## src/rtl/lane_serializer.sv

```systemverilog
// Captures a LANES-wide word and shifts it out LSB first over a valid/ready link.
// A one-word holding register keeps upstream streaming while the shifter is busy.
//
// state | meaning
// IDLE  | shifter empty, ser_valid_o low
// SHIFT | shifter holds a word, ser_o carries bit cnt of it
module lane_serializer #(
  parameter int LANES = 4
) (
  input  logic             clk_i,
  input  logic             rst_i,
  input  logic [LANES-1:0] lane_i,
  input  logic             lane_valid_i,
  output logic             lane_ready_o,
  output logic             ser_o,
  output logic             ser_valid_o,
  output logic             ser_last_o,
  input  logic             ser_ready_i
);

  localparam int CW = (LANES > 1) ? $clog2(LANES) : 1;

  typedef enum logic {IDLE, SHIFT} state_t;

  state_t           state, state_n;
  logic [LANES-1:0] sh, sh_n;
  logic [LANES-1:0] hold, hold_n;
  logic             hold_v, hold_v_n;
  logic [CW-1:0]    cnt, cnt_n;

  logic busy, acc, out, fin, free;

  assign busy         = (state == SHIFT);
  assign lane_ready_o = !hold_v;
  assign ser_o        = sh[0];
  assign ser_valid_o  = busy;
  assign ser_last_o   = busy && (cnt == CW'(LANES - 1));

  assign acc  = lane_valid_i && lane_ready_o;
  assign out  = ser_valid_o && ser_ready_i;
  assign fin  = out && ser_last_o;
  assign free = !busy || fin;

  always_ff @(posedge clk_i or posedge rst_i) begin
    if (rst_i) begin
      state  <= IDLE;
      sh     <= '0;
      hold   <= '0;
      hold_v <= 1'b0;
      cnt    <= '0;
    end else begin
      state  <= state_n;
      sh     <= sh_n;
      hold   <= hold_n;
      hold_v <= hold_v_n;
      cnt    <= cnt_n;
    end
  end

  always_comb begin
    state_n  = state;
    sh_n     = sh;
    hold_n   = hold;
    hold_v_n = hold_v;
    cnt_n    = cnt;
    if (free) begin
      // The held word is older than anything on lane_i, so it loads first.
      if (hold_v) begin
        sh_n     = hold;
        hold_v_n = 1'b0;
        cnt_n    = '0;
        state_n  = SHIFT;
      end else if (acc) begin
        sh_n    = lane_i;
        cnt_n   = '0;
        state_n = SHIFT;
      end else begin
        state_n = IDLE;
      end
    end else begin
      if (acc) begin
        hold_n   = lane_i;
        hold_v_n = 1'b1;
      end
      if (out) begin
        sh_n  = sh >> 1;
        cnt_n = cnt + 1'b1;
      end
    end
  end

endmodule

```

## config.mk

```make
export PLATFORM = sky130hd
export DESIGN_NAME = lane_serializer
export DESIGN_NICKNAME = d
export VERILOG_FILES = /design/src/rtl/lane_serializer.sv
export SDC_FILE = /design/constraint.sdc
export NUM_CORES = 1
export LEC_CHECK = 0
export ABC_CLOCK_PERIOD_IN_PS = 1940
export BUFFER_PORTS_ARGS = -buffer_cell sky130_fd_sc_hd__buf_2
export CORE_UTILIZATION = 45
export CTS_BUF_LIST = sky130_fd_sc_hd__clkbuf_2
export DETAILED_ROUTE_END_ITERATION = 8
export GPL_TIMING_DRIVEN = 0
export PLACE_DENSITY = 0.68
export SLEW_MARGIN = 20
export SYNTH_ARGS = -nofsm -noshare
export SYNTH_HDL_FRONTEND = slang
export SYNTH_SLANG_ARGS = --single-unit
```

## constraint.sdc

```tcl
create_clock -name clk_i -period 1.94 [get_ports clk_i]
set_input_delay 0.194 -clock clk_i [delete_from_list [all_inputs] [get_ports clk_i]]
set_output_delay 0.194 -clock clk_i [all_outputs]
set_load 0.01 [all_outputs]
```

; ---- After elaboration in Yosys (flattened, before gate mapping)
; Index checks and enable logic that the tools add are counted.
[classes]
addsub = 1
n_eq_ne = 2
muxes = 12
bitwise = 1
reduce_logical = 11
[ops]
columns = op, count
row1 = two-way mux 4 bit, 4
row2 = two-way mux 2 bit, 4
row3 = logical AND 1 bit, 4
row4 = two-way mux 1 bit, 4
row5 = AND reduction 2 bit, 2
row6 = nonzero test 2 bit, 2
row7 = "inequality test 3 bit, second input constant", 1
row8 = "adder 2 x 1 -> 2 bit, second input constant", 1
row9 = "equality test 2 bit, second input constant", 1
row10 = logical NOT 1 bit, 2
row11 = logical OR 1 bit, 1
row12 = NOT 1 bit, 1
[totals]
ff_bits = 12
out_inout_bits = 4
word_cells = 32

; ---- Longest topological paths before layout
[logic_depth]
ltp_word = 6
depth_mapped = 4

; ---- Worst setup path after synthesis
; Ideal clock, no wire load.
[synth_path]
kind = reg2reg
from = register cnt[0]
to = register sh[2]
setup_time_ps = 125
t_arrival_ps = 1450
required_time_ps = 1815
slack_ps = 365
path_stages_with_launch = 5
period_less_slack_ps = 1575
cell_sequence = dfrtp_1 > ha_1 > a21boi_4 > mux2_2 > mux2_4
[synth_via]
elab_chain_cells = 6
elab_cells_between_ends = 8
cone_classes = eq/ne: 2 / mux: 1 / reduce/logical: 5
[synth_rtl]
columns = item, line_no
row1 = start: declaration, 29  ; logic [CW-1:0] cnt, cnt_n;
row2 = start signal: assignment, 56  ; cnt <= cnt_n;
row3 = equality test 2 bit *, 37  ; assign ser_last_o = busy && (cnt == CW'(LANES - 1));
row4 = logical AND 1 bit *, 37
row5 = logical AND 1 bit *, 41  ; assign fin = out && ser_last_o;
row6 = logical OR 1 bit *, 42  ; assign free = !busy || fin;
row7 = inequality test 3 bit (no line) / nonzero test 2 bit (equally long branches), --
row8 = AND reduction 2 bit (no line), --
row9 = end signal: assignment, 53  ; sh <= sh_n;
row10 = end: declaration, 26  ; logic [LANES-1:0] sh, sh_n;
; Mark *: on every way between the ends. The rest lies on a longest branch, timed or not.
; A chain may end at the register's enable or synchronous reset.

; ---- Final worst setup path
; Ends and elaborated chain as after synthesis.

==> results.cfg <==
[outcome]
status = finished, final reports clean

[run]
maxCapViolCount = 0

[clocking]
clk_path_buf_depth = 2
numClockSinks = 12
clockRootBuffer = clkbuf_2
cts-buffers-inserted = 3
clk_latency_ns = 0.25
tritoncts = built
htreeDepth = 1
cts_resized = 0
clk_pin_slew_worst_paths_ns = 0.11

[synthesis]
yosys.cell_count.top_type = dfrtp_1
post_synth_num_cell_types = 17
synth-main-ff-cell = dfrtp_1
netlist_area_um2 = 612
synth_edf_count = 0
synth_area_leader_cell = dfrtp_1
synth_area_per_cell_um2 = 12.5
syn_nets = 58
netlist_instances = 49
ys_ff_latch = 12
synthArstFlopShare_pct = 100
yosys_warnings = 0
ys_top_cells_by_area = dfrtp_1 49%, mux2_2 15%, mux2i_1 9.8%, mux2_4 4.9%, a21boi_4 3.1%
yosys.area.top_type_share_pct = 49.1
seq_area_frac_synth_pct = 49.1
synthTopCellsByCount = 12 x dfrtp_1, 8 x mux2_2, 6 x mux2i_1

[grt]
gr-total-overflow = 0
grt_pass1_vias = 367
grt_max_degree = 13
grt_pass1_wl_mm = 1.58
track_usage_pct = 16.3
antenna_found_initial = 0

[place]
port_buffers = 11
dp_cells = 74
dp.final_hpwl_um = 718
gp_congestion = 0.663
place_ws_ns = 0.254

[worst_setup_path]
critPathKind = reg2reg
worstPathArrival_ns = 1.84
critPathCaptureType = register
cp-start-kind = register
path_max_fanout = 7
worst_ep_required_time_ns = 2.09
r2r_slack_ns = 0.25

[worst_hold_path]
min-delay-path-class = in2reg

[timing]
fin_ws_ns = 0.247
min_period_ns = 1.69
setup_viol = 0
maxSlewHeadroom_pct = 70.0
tns_ns = 0
finalCritPeriodShare_pct = 87.3
clock.fmax_mhz = 591
worst_pin_slew_ns = 0.449
rsz0062_at_grt = no
skew_ns = 0.000474
final_hold_viol_count = 0
timing.final.max_slew_violations = 0

[detailed_routing]
postRouteAntennaNets = 0
drt_iter0_drc = 4
routedWlPerCell_um = 11.9
viasPerCell = 4.82
vias = 381
firstDrtPassIters = 4
drc_errors = 0
drt-total-wl_um = 943

[cells_and_area]
layout.cells.non_filler = 79
area_growth_pct = 16.6
utilization_pct = 60.1
antenna_cells = 0
multi_input_area_um2 = 285
area.sequential_um2 = 300
drive_gt1_share_pct = 43.1
nets = 75
fillers = 107

[die]
initial_core_util_pct = 51.6
pin_count = 12
dieArea_um2 = 1510
die_y_um = 38.9
rows = 12
dieWidth_um = 38.9
core_area_um2 = 1190

[pwr]
ir_drop_v = 0.000602
swShare_pct = 31.7
p_per_area_nw_per_um2 = 1190
seqPwrFrac_pct = 45.5
total_leakage_power_nw = 0.391
p_switching_mw = 0.268
combPwrFrac_pct = 40.1
pwr-share-clk_pct = 14.4
internal-power_mw = 0.578
worst max-delay path, cell delays in order, from the launching register on:
cell and delay, ns:
dfrtp_1 0.41, ha_1 0.27, a21boi_4 0.29, mux2_2 0.37
mux2_4 0.25
metrics by stage:
step | cell area [um^2] | hold slack [ns] | power (mW)
finish | 713 | 0.182 | 0.846
global route | 713 | 0.163 | 0.915
CTS | 713 | 0.162 | 0.863
detailed placement | 684 | 0.228 | 0.735
global placement | 684 | 0.225 | 0.718
floorplan | 612 | 0.0587 | 0.651
final cells by class:
class                   instances  share of cell area (%)
well taps                      14                    2.46
clock buffers                   3                    2.11
repair buffers                 12                    9.12
clock inverters                 1                   0.526
inverters                       4                    2.11
flip-flops and latches         12                    42.1
plain buffers                   1                    1.58
multi-input cells              32                    40.0
state kept, by name (all words and copies together), names as in the netlist:
| register | cells |
|---|---|
| cnt | 2 |
| hold | 4 |
| hold_v | 1 |
| ser_valid_o | 1 |
| sh | 4 |
cells in the final DEF (no fill, tap or decap), drive strengths merged:
cell         count
inv              4
mux2i            6
nand2b           1
dfrtp           12
buf             12
a21boi           1
clkbuf           3
o21ai            1
nand3            2
nor2             3
dlygate4sd3      1
nand2            4
a21oi            1
mux2            10
clkinv           1
nor2b            1
and2             1
ha               1
cell families after synthesis:
kind of cell	count (synthesis)	share of synthesized area (%)
mux	16	29.4
simple gates	12	9.82
flops	12	49.1
buf+inv	5	4.29
compound gates	3	5.32
fa+ha+maj	1	2.04
final timing paths:
| kind | endpoint | cells past startpoint | start |
|---|---|---|---|
| min reg2reg | cnt[0] | 1 | cnt[0] |
| min in group asynchronous | hold_v | 3 | rst_i |
| min | hold[2] | 2 | lane_i[2] |
| max reg2reg | sh[2] | 4 | cnt[0] |
| max | sh[2] | 4 | cnt[0] |
| max in group asynchronous | cnt[0] | 3 | rst_i |
layer usage:
layer	share of wire, %	GRT usage [%]	vias to the layer above
li1	-	-	198
met1	48	20.6	176
met2	50	26.3	7
met3	2.1	5.20	0
met4	0	5.17	0
met5	0	0	-
timing repair:
item	CTS	global route
hold buffers	1	0
hold endpoints to repair	12	0
setup endpoints to repair	0	0
buffers inserted	0	0
power by group through the flow:
stage / registers [mW] / clock network [mW] / logic, mW
3_5_place_dp: 0.393 / 0 / 0.342
4_1_cts: 0.387 / 0.131 / 0.345
3_3_place_gp: 0.387 / 0 / 0.332
2_1_floorplan: 0.384 / 0 / 0.266
6_report: 0.385 / 0.122 / 0.339
5_1_grt: 0.394 / 0.144 / 0.378
No activity file was read; power rests on OpenSTA's default activity.
